### src/rtl/date_counter_if.sv
// date_counter_if: groups the date counter's control, load and date/strobe
// signals so the counter and its driver connect through one bundle.
// The master side issues ticks and loads; the slave side (the counter)
// presents the registered date, the error flag and the rollover strobes.
interface date_counter_if #(
    parameter int unsigned YEAR_W = 12
);
    logic              tick;
    logic              load;
    logic [4:0]        ld_day;
    logic [3:0]        ld_month;
    logic [YEAR_W-1:0] ld_year;
    logic [4:0]        day;
    logic [3:0]        month;
    logic [YEAR_W-1:0] year;
    logic              err;
    logic              month_end;
    logic              year_end;

    modport master (
        output tick, load, ld_day, ld_month, ld_year,
        input  day, month, year, err, month_end, year_end
    );

    modport slave (
        input  tick, load, ld_day, ld_month, ld_year,
        output day, month, year, err, month_end, year_end
    );
endinterface

### src/rtl/date_counter.sv
// date_counter: registered calendar date (day/month/year) advanced by a
// one-cycle tick, with synchronous loading of an arbitrary date, a sticky
// invalid-load flag and one-cycle month/year rollover strobes.
//
// Optional feature: define LEAP_YEAR_EN to give February 29 days in
// Gregorian leap years. Without it February always has 28 days and no
// leap logic exists. MONTH30 = 1 (every month 30 days) overrides it.
module date_counter #(
    parameter int unsigned YEAR_W     = 12,
    parameter int unsigned RESET_YEAR = 2000,
    parameter int unsigned MONTH30    = 0
) (
    input  logic          clk,
    input  logic          rst_n,
    date_counter_if.slave bus
);

    // Registered state and its next-state values
    logic [4:0]        day_q,      day_d;
    logic [3:0]        month_q,    month_d;
    logic [YEAR_W-1:0] year_q,     year_d;
    logic              err_q,      err_d;
    logic              monthEnd_q, monthEnd_d;
    logic              yearEnd_q,  yearEnd_d;

    // Leap flags for the current year and for the year being loaded
    logic curLeap;
    logic ldLeap;

    // Month lengths for the current month and the month being loaded
    logic [4:0] curLen;
    logic [4:0] ldLen;

    // Load validation result
    logic ldValid;

    // Length of month m; leap only matters for February in calendar mode.
    // Out-of-range months return 0 so nothing can ever validate against them.
    function automatic logic [4:0] monthLen(input logic [3:0] m, input logic leap);
        logic [4:0] len;
        len = 5'd0;
        if (m >= 4'd1 && m <= 4'd12) begin
            if (MONTH30 != 0) begin
                len = 5'd30;
            end else begin
                case (m)
                    4'd4, 4'd6, 4'd9, 4'd11: len = 5'd30;
                    4'd2:                    len = leap ? 5'd29 : 5'd28;
                    default:                 len = 5'd31;
                endcase
            end
        end
        return len;
    endfunction

`ifdef LEAP_YEAR_EN
    // Gregorian rule on the unsigned year: divisible by 4, and not a
    // century unless divisible by 400.
    function automatic logic isLeap(input logic [YEAR_W-1:0] y);
        int unsigned yy;
        logic        div4;
        logic        div100;
        logic        div400;
        yy     = 32'(y);
        div4   = (yy % 32'd4)   == 32'd0;
        div100 = (yy % 32'd100) == 32'd0;
        div400 = (yy % 32'd400) == 32'd0;
        return div4 && (!div100 || div400);
    endfunction

    // Leap status of the live year and the candidate load year
    always_comb begin
        curLeap = isLeap(year_q);
        ldLeap  = isLeap(bus.ld_year);
    end
`else
    // Leap years are not modelled: February is always 28 days
    always_comb begin
        curLeap = 1'b0;
        ldLeap  = 1'b0;
    end
`endif

    // Month lengths and validity of the date presented on the load inputs
    always_comb begin
        curLen  = monthLen(month_q, curLeap);
        ldLen   = monthLen(bus.ld_month, ldLeap);
        ldValid = (bus.ld_month >= 4'd1) && (bus.ld_month <= 4'd12) &&
                  (bus.ld_day != 5'd0) && (bus.ld_day <= ldLen);
    end

    // Next-state: load beats tick; a tick is ignored while the error flag
    // is set, and the strobes default low so they last a single cycle.
    always_comb begin
        day_d      = day_q;
        month_d    = month_q;
        year_d     = year_q;
        err_d      = err_q;
        monthEnd_d = 1'b0;
        yearEnd_d  = 1'b0;
        if (bus.load) begin
            if (ldValid) begin
                day_d   = bus.ld_day;
                month_d = bus.ld_month;
                year_d  = bus.ld_year;
                err_d   = 1'b0;
            end else begin
                err_d   = 1'b1;
            end
        end else if (bus.tick && !err_q) begin
            if (day_q < curLen) begin
                day_d = day_q + 5'd1;
            end else begin
                day_d      = 5'd1;
                monthEnd_d = 1'b1;
                if (month_q == 4'd12) begin
                    month_d   = 4'd1;
                    year_d    = year_q + {{(YEAR_W-1){1'b0}}, 1'b1};
                    yearEnd_d = 1'b1;
                end else begin
                    month_d = month_q + 4'd1;
                end
            end
        end
    end

    // State registers with synchronous active-low reset to 1 January RESET_YEAR
    always_ff @(posedge clk) begin
        if (!rst_n) begin
            day_q      <= 5'd1;
            month_q    <= 4'd1;
            year_q     <= YEAR_W'(RESET_YEAR);
            err_q      <= 1'b0;
            monthEnd_q <= 1'b0;
            yearEnd_q  <= 1'b0;
        end else begin
            day_q      <= day_d;
            month_q    <= month_d;
            year_q     <= year_d;
            err_q      <= err_d;
            monthEnd_q <= monthEnd_d;
            yearEnd_q  <= yearEnd_d;
        end
    end

    assign bus.day       = day_q;
    assign bus.month     = month_q;
    assign bus.year      = year_q;
    assign bus.err       = err_q;
    assign bus.month_end = monthEnd_q;
    assign bus.year_end  = yearEnd_q;

endmodule

### src/flat_wrapper.sv
// flat-port wrapper written by rule: the top's interface ports become plain ports
module date_counter_flat 
#(
    parameter int unsigned YEAR_W     = 12,
    parameter int unsigned RESET_YEAR = 2000,
    parameter int unsigned MONTH30    = 0
)
  (clk, rst_n, bus_tick, bus_load, bus_ld_day, bus_ld_month, bus_ld_year, bus_day, bus_month, bus_year, bus_err, bus_month_end, bus_year_end);
  date_counter_if #(.YEAR_W(YEAR_W)) bus_i ();
  input  logic clk;
  input  logic rst_n;
  input wire logic [$bits(bus_i.tick)-1:0] bus_tick;
  input wire logic [$bits(bus_i.load)-1:0] bus_load;
  input wire logic [$bits(bus_i.ld_day)-1:0] bus_ld_day;
  input wire logic [$bits(bus_i.ld_month)-1:0] bus_ld_month;
  input wire logic [$bits(bus_i.ld_year)-1:0] bus_ld_year;
  output wire logic [$bits(bus_i.day)-1:0] bus_day;
  output wire logic [$bits(bus_i.month)-1:0] bus_month;
  output wire logic [$bits(bus_i.year)-1:0] bus_year;
  output wire logic [$bits(bus_i.err)-1:0] bus_err;
  output wire logic [$bits(bus_i.month_end)-1:0] bus_month_end;
  output wire logic [$bits(bus_i.year_end)-1:0] bus_year_end;
  assign bus_i.tick = bus_tick;
  assign bus_i.load = bus_load;
  assign bus_i.ld_day = bus_ld_day;
  assign bus_i.ld_month = bus_ld_month;
  assign bus_i.ld_year = bus_ld_year;
  assign bus_day = bus_i.day;
  assign bus_month = bus_i.month;
  assign bus_year = bus_i.year;
  assign bus_err = bus_i.err;
  assign bus_month_end = bus_i.month_end;
  assign bus_year_end = bus_i.year_end;
  date_counter #(.YEAR_W(YEAR_W), .RESET_YEAR(RESET_YEAR), .MONTH30(MONTH30)) u_core (.clk(clk), .rst_n(rst_n), .bus(bus_i));
endmodule
### config.mk
export PLATFORM = sky130hd
export DESIGN_NAME = date_counter_flat
export DESIGN_NICKNAME = d
export VERILOG_FILES = /design/src/rtl/date_counter_if.sv /design/src/rtl/date_counter.sv /design/src/flat_wrapper.sv
export SDC_FILE = /design/constraint.sdc
export NUM_CORES = 1
export LEC_CHECK = 0
export CELL_PAD_IN_SITES_DETAIL_PLACEMENT = 1
export CELL_PAD_IN_SITES_GLOBAL_PLACEMENT = 1
export CORE_MARGIN = 1.5
export CORE_UTILIZATION = 52
export CTS_BUF_LIST = sky130_fd_sc_hd__clkbuf_8
export CTS_CLUSTER_SIZE = 30
export DETAILED_ROUTE_END_ITERATION = 16
export DONT_BUFFER_PORTS = 1
export HOLD_SLACK_MARGIN = 0.15
export PLACE_DENSITY_LB_ADDON = 0.05
export SLEW_MARGIN = 20
export SYNTH_ARGS = -nofsm -noshare
export SYNTH_HDL_FRONTEND = slang
export SYNTH_SLANG_ARGS = --single-unit
export TNS_END_PERCENT = 10
### constraint.sdc
create_clock -name clk -period 7.4 [get_ports clk]
set_input_delay 0 -clock clk [delete_from_list [all_inputs] [get_ports clk]]
set_output_delay 0 -clock clk [all_outputs]
set_load 0.02 [all_outputs]
==> flow_summary.toml, run 1 <==
[finish]
fin_nets = 295
fin_cells = 301
drive_gt1_frac = 0.0830
area_delta_synth_final_pct = 15.4
utilization = 0.623
diodes = 0

[timing]
drv_slew = 0
relSlewSlack = 0.291
fin_skew_ns = 0.0107
worst_pin_slew_ns = 1.06
max_freq_mhz = 252
rsz0062_at_grt = "false"
fin_crit_sh = 0.537
finalSetupViolations = 0
timing.setup.tns_ns = 0
finalWorstPathRequiredPeriod_ns = 3.97
whs_ns = 0.148
hold_viol = 0

[clock_network]
path_clk_slew_ns = 0.10
clkLatencyLatePin_ns = 0.28
clockRootBuffer = "clkbuf_8"
cts_tree = "done"
clk_path_buf_depth = 2
cts_sinks = 24
htreeDepth = 1
numCtsBuffers = 3
cts_setup_buffers = 0

[global_routing]
grt_antenna_before_repair = 0
top_usage_layer = "met2"
grt_usage = 0.334
use_met3 = 0.0382
gr-usage-met2 = 0.591
grt_pass1_wl_mm = 10.9
grt_max_degree = 26
first_global_vias = 2209
grt_overflow_total = 0
met1_usage = 0.421

[routing]
drt_iter0_drc = 108
wl_per_cell_um = 21.7
drc = 0
finalWirelength_mm = 6.52
vias = 2042
via_per_inst = 6.78
drt-pass1-iter-count = 4
final_antenna_net_count = 0

[logic_synthesis]
async_flop_share = 0
syn_nets = 277
synth_area_um2 = 1980
ys_seq_area_frac = 0.243
ys_seq_elements = 24
ys_types = 66
synth_warnings = 0
synth_edf_count = 0
avgSynthCellArea_um2 = 8.37
syn_inst = 236
synth_ff_type = "dfxtp_1"

[worst_setup_path]
cp-end-kind = "register"
crit_family = "simple AND/OR/NAND/NOR gates"
crit_path_cell_trace = "inv_1 -> ha_1 -> nand3b_1 -> nand2_1 -> ha_1 -> a21oi_1 -> o21ai_1 -> nand2b_1 -> nor2_2 -> o21ba_1 -> o41ai_2 -> dlygate4sd3_1"
worstPathMaxFanout = 15
required_ns = 7.58
critical_path.max_stage_delay_ns = 0.59
path_class = "register to register"
cpMostUsedCell = "ha_1"
crit_path_start_kind = "register"
critPathArrivalTime_ns = 4.15
regToRegSetupSlack_ns = 3.43
slowest_stage = "dlygate4sd3_1"
cp.buffers_inverters = 2

[place]
globalplace.congestion = 0.864
port_buffers = 0
dp.cells = 272
hpwl_mm = 4.29

[die]
die_area_um2 = 4180
start_util = 0.540
ios = 49
coreArea_um2 = 3660
die_h_um = 64.6
die_w_um = 64.6
rows = 22

[power]
power.leakage_nw = 0.862
power.share.switching = 0.348
comb_power_share = 0.253
power_density_nw_per_um2 = 171
p_total_mw = 0.391
internal_power_mw = 0.255
ir_drop_mv = 0.115
pwr-share-clk = 0.310
p_seq_frac = 0.436
power_switching_mw = 0.136

[min_path]
min_path_type = "input port to register"

[outcome]
outcome = "finished, final reports clean"

[job]
maxCapViolCount = 0
[cells in the mapped netlist, types with 4 or more instances]
library cell / number / share of area
a21oi_1: 12 / 0.030
o31ai_1: 5 / 0.019
nor3_1: 5 / 0.013
ha_1: 16 / 0.10
inv_1: 10 / 0.019
nand3_1: 11 / 0.028
o211ai_1: 4 / 0.015
a31oi_1: 5 / 0.016
nor2_1: 19 / 0.036
or3_1: 4 / 0.013
and3_1: 5 / 0.016
nand2_1: 19 / 0.036
buf_6: 4 / 0.023
o21ai_1: 9 / 0.023
o21ai_0: 5 / 0.013
dfxtp_1: 24 / 0.24
clkbuf_1: 5 / 0.0095
[placed cells by master (no fill, tap or decap), types with 4 or more instances in the layout]
cell / n
nand3_1: 11
dfxtp_1: 24
o211ai_1: 4
nand2_1: 19
o21ai_1: 9
a21oi_1: 12
a31oi_1: 5
dlygate4sd3_1: 25
nor2_1: 19
o31ai_1: 5
o21ai_0: 5
and3_1: 5
or3_1: 4
inv_1: 10
ha_1: 16
nor3_1: 5
[kinds of logic (layout without fill, tap and decap cells)]
family	count (synthesis)	after routing	share of synthesized area
DFF	24	24	0.243
buffers and inverters	22	39	0.0583
and+or+nand+nor	88	88	0.240
AOI/OAI and AO/OA	81	81	0.332
muxes	4	4	0.0209
xor gates and xnor gates	1	1	0.00443
adders and majority gates	16	16	0.101
[layer usage]
layer / wire length [µm] / up-vias / share of wire
met5: 0 / - / 0
met1: 2880 / 1019 / 0.44
met4: 137 / 0 / 0.021
li1: - / 937 / -
met3: 275 / 15 / 0.042
met2: 3230 / 71 / 0.50
[power groups by stage]
stage          registers, mW  logic, mW  clock network (mW)
2_1_floorplan          0.167     0.0727                   0
3_3_place_gp           0.172     0.0748                   0
3_5_place_dp           0.173     0.0801                   0
4_1_cts                0.170     0.0961               0.121
5_1_grt                0.173      0.109               0.125
6_report               0.171     0.0989               0.121
[per-stage QoR]
step / setup slack (ns) / area, µm²
after floorplan: 4.56 / 1980
after global placement: 4.27 / 1960
final: 3.43 / 2280
after global routing: 3.19 / 2280
after detailed placement: 4.07 / 1960
after CTS: 3.48 / 2280
[worst register-to-register path, delay by kind of cell (launching register included)]
family          cells  cell delay [ns]
simple gates        4             1.33
flops               1             0.58
compound gates      4             0.68
fa+ha+maj           2             0.56
buf+inv             2             0.74
[path summary, 6_finish.rpt]
| check | startpoint | end | depth (start not counted) |
|---|---|---|---|
| max reg2reg | u_core.bus.month[0]$_SDFFE_PN1P_ | u_core.bus.year[9]$_SDFFE_PN1P_ | 12 |
| max | u_core.bus.month[0]$_SDFFE_PN1P_ | u_core.bus.year[9]$_SDFFE_PN1P_ | 12 |
| min reg2reg | u_core.bus.year[11]$_SDFFE_PN0P_ | u_core.bus.year[11]$_SDFFE_PN0P_ | 2 |
| min | bus_load | u_core.bus.year[0]$_SDFFE_PN0P_ | 3 |
[state kept, by name, indices dropped and copies added (netlist names)]
signal / flops
u_core.bus.day: 5
u_core.bus.err: 1
u_core.bus.month: 4
u_core.bus.month_end: 1
u_core.bus.year: 12
u_core.bus.year_end: 1
[layout make-up]
| class | count | area (µm²) |
|---|---|---|
| multi-input cells | 190 | 1380 |
| clock buffers | 3 | 41.3 |
| clock inverters | 1 | 30.0 |
| fillers | 426 | 1380 |
| repair buffers | 25 | 250 |
| well taps | 48 | 60.1 |
| inverters | 10 | 37.5 |
| flip-flops and latches | 24 | 480 |
[timing repair]
action | in CTS | in global routing
resized for setup | 0 | 0
hold buffers | 25 | 0
hold endpoints to repair | 24 | 0
No activity file was read; power rests on OpenSTA's default activity.
==> run 2: changes to the inputs <==
--- a/config.mk
+++ b/config.mk
@@ -8,7 +8,7 @@
 export CELL_PAD_IN_SITES_DETAIL_PLACEMENT = 1
 export CELL_PAD_IN_SITES_GLOBAL_PLACEMENT = 1
 export CORE_MARGIN = 1.5
-export CORE_UTILIZATION = 52
+export CORE_UTILIZATION = 44
 export CTS_BUF_LIST = sky130_fd_sc_hd__clkbuf_8
 export CTS_CLUSTER_SIZE = 30
 export DETAILED_ROUTE_END_ITERATION = 16
==> constraint.sdc (replaced) <==
create_clock -name clk -period 3.3 [get_ports clk]
set_input_delay 0 -clock clk [delete_from_list [all_inputs] [get_ports clk]]
set_output_delay 0 -clock clk [all_outputs]
set_load 0.02 [all_outputs]
==> flow_summary.toml, run 2 (synthesized netlist as in run 1, its figures left out) <==
[worst_setup_path]
cp.buffers_inverters = 1
cp-end-kind = "register"
critical_path.max_stage_delay_ns = 0.46
reg2reg_from = "u_core.bus.month[0]$_SDFFE_PN1P_"
cpMostUsedCell = "ha_1"
crit_path_start_kind = "register"
critPathArrivalTime_ns = 3.18
r2r_end = "u_core.bus.year[5]$_SDFFE_PN0P_"
required_ns = 3.47
worstPathMaxFanout = 7
regToRegSetupSlack_ns = 0.29
reg2reg_depth = 11
slowest_stage = "o311ai_4"
crit_path_cell_trace = "inv_1 -> ha_1 -> nand3b_1 -> nand2_1 -> ha_1 -> a21oi_1 -> o21ai_1 -> and2_1 -> o311ai_4 -> nor2_1 -> o221a_1"
crit_family = "compound AO/OA/AOI/OAI gates"
crit_cells = 11
path_class = "register to register"

[finish]
largest_reg_flops = 12
layout_commonest_cell = "dfxtp_1"
utilization = 0.535
drive_gt1_frac = 0.105
num-fill-cells = 524
area_delta_synth_final_pct = 17.0
final_cell_mix = "dfxtp_1, dlygate4sd3_1, nor2_1, nand2_1, ha_1"
diodes = 0
fin_nets = 299

[place]
globalplace.congestion = 0.807
port_buffers = 0
hpwl_mm = 4.63
dp_worst_setup_slack_ns = 0.271

[routing]
final_antenna_net_count = 0
drc = 0
drt_iter0_drc = 168
finalWirelength_mm = 6.44
wl_per_cell_um = 20.8
drt-pass1-iter-count = 4
vias = 2017
via_per_inst = 6.53

[die]
die_w_um = 70.0
rows = 24
coreArea_um2 = 4320
die_area_um2 = 4900
ios = 49
die_h_um = 70.0
start_util = 0.457

[min_path]
hold_start = "bus_load"
min_path_type = "input port to register"
hold_path_depth = 3
min_delay_worst_endpoint = "u_core.bus.year[7]$_SDFFE_PN1P_"

[clock_network]
cts_sinks = 24
clkLatencyLatePin_ns = 0.28
path_clk_slew_ns = 0.10
cts_tree = "done"
clk_path_buf_depth = 2
cts_setup_buffers = 0
htreeDepth = 1
clockRootBuffer = "clkbuf_8"
numCtsBuffers = 3

[timing]
timing.setup.tns_ns = 0
drv_slew = 0
rsz0062_at_grt = "false"
fin_skew_ns = 0.00694
worst_slack_ns = 0.291
finalWorstPathRequiredPeriod_ns = 3.01
worst_pin_slew_ns = 0.803
hold_viol = 0
fin_crit_sh = 0.912
max_freq_mhz = 332
relSlewSlack = 0.463
finalSetupViolations = 0

[outcome]
outcome = "finished, final reports clean"

[global_routing]
grt_usage = 0.269
grt_pass1_wl_mm = 10.7
grt_max_degree = 29
grt_overflow_total = 0
first_global_vias = 2181
grt_antenna_before_repair = 0

[power]
ir_drop_mv = 0.174
power_density_nw_per_um2 = 380
power.leakage_nw = 0.890

[job]
maxCapViolCount = 0
[run 2: cell count changes in the layout (fill, tap and decap cells not counted)]
| cell | previous run | this run |
|---|---|---|
| buf_4 | 0 | 5 |
| dlygate4sd3_1 | 25 | 23 |
| buf_2 | 0 | 1 |
| nor2_2 | 1 | 0 |
| nor2_4 | 0 | 1 |
[run 2: worst max path at each step]
stage	startpoint	to	slack, ns
2_1_floorplan	u_core.bus.month[0]$_SDFFE_PN1P_	u_core.bus.year[5]$_SDFFE_PN0P_	0.46
5_1_grt	u_core.bus.month[0]$_SDFFE_PN1P_	u_core.bus.year[5]$_SDFFE_PN0P_	0.03
3_5_place_dp	u_core.bus.month[0]$_SDFFE_PN1P_	u_core.bus.day[2]$_SDFFE_PN0P_	0.27
6_report	u_core.bus.month[0]$_SDFFE_PN1P_	u_core.bus.year[5]$_SDFFE_PN0P_	0.29
3_3_place_gp	u_core.bus.month[0]$_SDFFE_PN1P_	u_core.bus.year[2]$_SDFFE_PN0P_	0.44
4_1_cts	u_core.bus.month[0]$_SDFFE_PN1P_	u_core.bus.day[2]$_SDFFE_PN0P_	0.23
[run 2: layout make-up]
| cell class | count | area, µm² | area share |
|---|---|---|---|
| flip-flops and latches | 24 | 480 | 0.208 |
| repair buffers | 29 | 273 | 0.118 |
| well taps | 52 | 65.1 | 0.0281 |
| clock buffers | 3 | 41.3 | 0.0179 |
| clock inverters | 1 | 30.0 | 0.0130 |
| multi-input cells | 190 | 1390 | 0.599 |
| inverters | 10 | 37.5 | 0.0162 |
[run 2: stage by stage]
| stage | power (mW) | cell area [µm²] | hold WS [ns] | std cells |
|---|---|---|---|---|
| after floorplan | 0.536 | 1980 | 0.160 | 236 |
| after global placement | 0.566 | 2000 | 0.0599 | 281 |
| after detailed placement | 0.578 | 2000 | 0.0642 | 281 |
| after CTS | 0.881 | 2310 | 0.151 | 309 |
| after global routing | 0.919 | 2310 | 0.159 | 309 |
| final | 0.878 | 2310 | 0.147 | 309 |
[run 2: worst register-to-register path, cell delays in order, from the launching register on]
cell and delay [ns]:
dfxtp_1 0.35, inv_1 0.08, ha_1 0.24, nand3b_1 0.33
nand2_1 0.21, ha_1 0.28, a21oi_1 0.14, o21ai_1 0.17
and2_1 0.26, o311ai_4 0.46, nor2_1 0.13, o221a_1 0.26
[run 2: what timing repair did]
action,in CTS,in global routing
endpoints found under the hold margin,24,0
gates resized for setup,0,1
hold buffers,24,0
endpoints found under the setup margin,0,3
[run 2: routing by layer]
metal | GRT usage | routed length (µm) | share of wire
met1 | 0.325 | 2750 | 0.43
met2 | 0.484 | 3290 | 0.51
met3 | 0.0404 | 293 | 0.046
met5 | 0 | 0 | 0
met4 | 0.0919 | 101 | 0.016
[run 2: where the power goes]
| part | total (mW) | switching (mW) | internal (mW) |
|---|---|---|---|
| sequential | 0.370 | 0.0566 | 0.313 |
| combinational | 0.237 | 0.137 | 0.0996 |
| clock | 0.272 | 0.109 | 0.162 |
==> run 3: changes to the inputs <==
--- a/config.mk
+++ b/config.mk
@@ -7,14 +7,16 @@
 export LEC_CHECK = 0
 export CELL_PAD_IN_SITES_DETAIL_PLACEMENT = 1
 export CELL_PAD_IN_SITES_GLOBAL_PLACEMENT = 1
+export CORE_ASPECT_RATIO = 0.9
 export CORE_MARGIN = 1.5
 export CORE_UTILIZATION = 44
 export CTS_BUF_LIST = sky130_fd_sc_hd__clkbuf_8
 export CTS_CLUSTER_SIZE = 30
 export DETAILED_ROUTE_END_ITERATION = 16
 export DONT_BUFFER_PORTS = 1
+export GPL_TIMING_DRIVEN = 0
 export HOLD_SLACK_MARGIN = 0.15
-export PLACE_DENSITY_LB_ADDON = 0.05
+export PLACE_DENSITY = 0.76
 export SLEW_MARGIN = 20
 export SYNTH_ARGS = -nofsm -noshare
 export SYNTH_HDL_FRONTEND = slang
==> flow_summary.toml, run 3 (synthesized netlist as in run 1, its figures left out) <==
[outcome]
outcome = "finished, final reports clean"

[worst_setup_path]
path_class = "register to register"
cp-end-kind = "register"
regToRegSetupSlack_ns = 0.16
cp-startpoint = "u_core.bus.month[0]$_SDFFE_PN1P_"
reg2reg_depth = 13
worstPathMaxFanout = 7
critPathCapture = "u_core.bus.year[2]$_SDFFE_PN0P_"
crit_path_start_kind = "register"
critical_path.max_stage_delay_ns = 0.47
crit_cells = 13
slowest_stage = "dfxtp_2"
required_ns = 3.44
cp.buffers_inverters = 2
cpMostUsedCell = "ha_1"
critPathArrivalTime_ns = 3.27
reg2reg_from = "u_core.bus.month[0]$_SDFFE_PN1P_"
r2r_end = "u_core.bus.year[2]$_SDFFE_PN0P_"
crit_family = "compound AO/OA/AOI/OAI gates"
crit_path_cell_trace = "inv_1 -> ha_1 -> nor2b_1 -> o21ai_2 -> nand2_1 -> ha_1 -> nand4_1 -> nand2b_2 -> a31oi_4 -> o311ai_4 -> buf_12 -> a221oi_1 -> o22ai_1"

[die]
start_util = 0.472
coreArea_um2 = 4180
rows = 22
die_h_um = 66.6
die_w_um = 73.6
die_area_um2 = 4900
ios = 49

[routing]
finalWirelength_mm = 6.70
drt_iter0_drc = 90
drt-pass1-iter-count = 4
wl_per_cell_um = 20.5
drc = 0
vias = 2028
via_per_inst = 6.20
final_antenna_net_count = 0

[finish]
drive_gt1_frac = 0.116
utilization = 0.578
layout_commonest_cell = "dlygate4sd3_1"
fin_cells = 327
area_delta_synth_final_pct = 22.4
largest_reg_flops = 12
final_cell_mix = "dlygate4sd3_1, dfxtp_1, nor2_1, nand2_1, ha_1"
diodes = 0
fin_nets = 309

[power]
ir_drop_mv = 0.340
power_density_nw_per_um2 = 372
power.leakage_nw = 0.925

[place]
port_buffers = 0
hpwl_mm = 4.69
dp.cells = 296
globalplace.congestion = 0.825
dp_worst_setup_slack_ns = -0.159

[timing]
max_freq_mhz = 319
worst_slack_ns = 0.164
fin_crit_sh = 0.950
hold_viol = 0
finalWorstPathRequiredPeriod_ns = 3.14
worst_pin_slew_ns = 0.622
finalSetupViolations = 0
relSlewSlack = 0.585
rsz0062_at_grt = "true"
fin_skew_ns = 0.00943
drv_slew = 0

[clock_network]
clockRootBuffer = "clkbuf_8"
cts_tree = "done"
clk_path_buf_depth = 2
htreeDepth = 1
cts_sinks = 24
path_clk_slew_ns = 0.10
clkLatencyLatePin_ns = 0.28
numCtsBuffers = 3

[global_routing]
first_global_vias = 2134
grt_overflow_total = 0
grt_usage = 0.290
grt_pass1_wl_mm = 10.9
grt_max_degree = 15
grt_antenna_before_repair = 0

[min_path]
min_path_type = "input port to register"

[job]
maxCapViolCount = 0
run 3: cell count changes in the layout (fill, tap and decap cells not counted), sizes merged:
cell         change
clkbuf           +5
buf              +3
dlygate4sd3      +2
run 3: metrics by stage:
step / power, mW / hold slack, ns / TNS (ns) / cell area [µm²]
2_1_floorplan: 0.536 / 0.160 / 0 / 1980
3_3_place_gp: 0.589 / 0.169 / -0.227 / 2050
3_5_place_dp: 0.593 / 0.190 / -0.727 / 2050
4_1_cts: 0.890 / 0.164 / 0 / 2370
5_1_grt: 0.941 / 0.186 / -0.0550 / 2420
6_report: 0.898 / 0.181 / 0 / 2420
run 3: how the worst min path moves through the flow:
stage,startpoint,to,slack [ns],cells past startpoint
after floorplan,bus_ld_year[3],u_core.bus.year[3]$_SDFFE_PN0P_,0.16,2
after global placement,bus_ld_year[3],u_core.bus.year[3]$_SDFFE_PN0P_,0.17,2
after detailed placement,bus_ld_year[3],u_core.bus.year[3]$_SDFFE_PN0P_,0.19,2
after CTS,rst_n,u_core.bus.month_end$_SDFF_PP0_,0.16,3
after global routing,rst_n,u_core.bus.month_end$_SDFF_PP0_,0.19,3
final,rst_n,u_core.bus.month_end$_SDFF_PP0_,0.18,3
run 3: timing repair:
item / in CTS / in global routing
setup buffers: 0 / 2
hold buffers: 24 / 1
endpoints found under the setup margin: 16 / 16
resized for setup: 3 / 2
pin swaps: 0 / 1
endpoints found under the hold margin: 24 / 1
run 3: layout make-up:
class | count | area, µm²
buffer | 12 | 80.1
clock buffer | 3 | 41.3
clock inverter | 1 | 30.0
fill | 506 | 1770
inverter | 10 | 37.5
multi-input combinational | 190 | 1390
sequential | 24 | 483
tap | 60 | 75.1
timing repair buffer | 27 | 278
run 3: layer usage:
layer | vias up | share of wire | wire (µm) | GRT usage
met3 | 2 | 0.061 | 410 | 0.0424
met1 | 992 | 0.46 | 3090 | 0.392
met5 | - | 0 | 0 | 0
li1 | 970 | - | - | -
met2 | 64 | 0.47 | 3180 | 0.497
met4 | 0 | 0.0027 | 18 | 0.0370
run 3: where the power goes:
group / internal, mW / total, mW / switching (mW) / leakage, nW
Combinational: 0.110 / 0.245 / 0.135 / 0.692
Clock: 0.163 / 0.274 / 0.112 / 0.0357
Sequential: 0.314 / 0.379 / 0.0657 / 0.197
Total: 0.586 / 0.898 / 0.312 / 0.925
run 3: worst min-delay path: stages:
cell and delay [ns]:
clkbuf_1 0.22, nand2_1 0.16, nor2_1 0.05
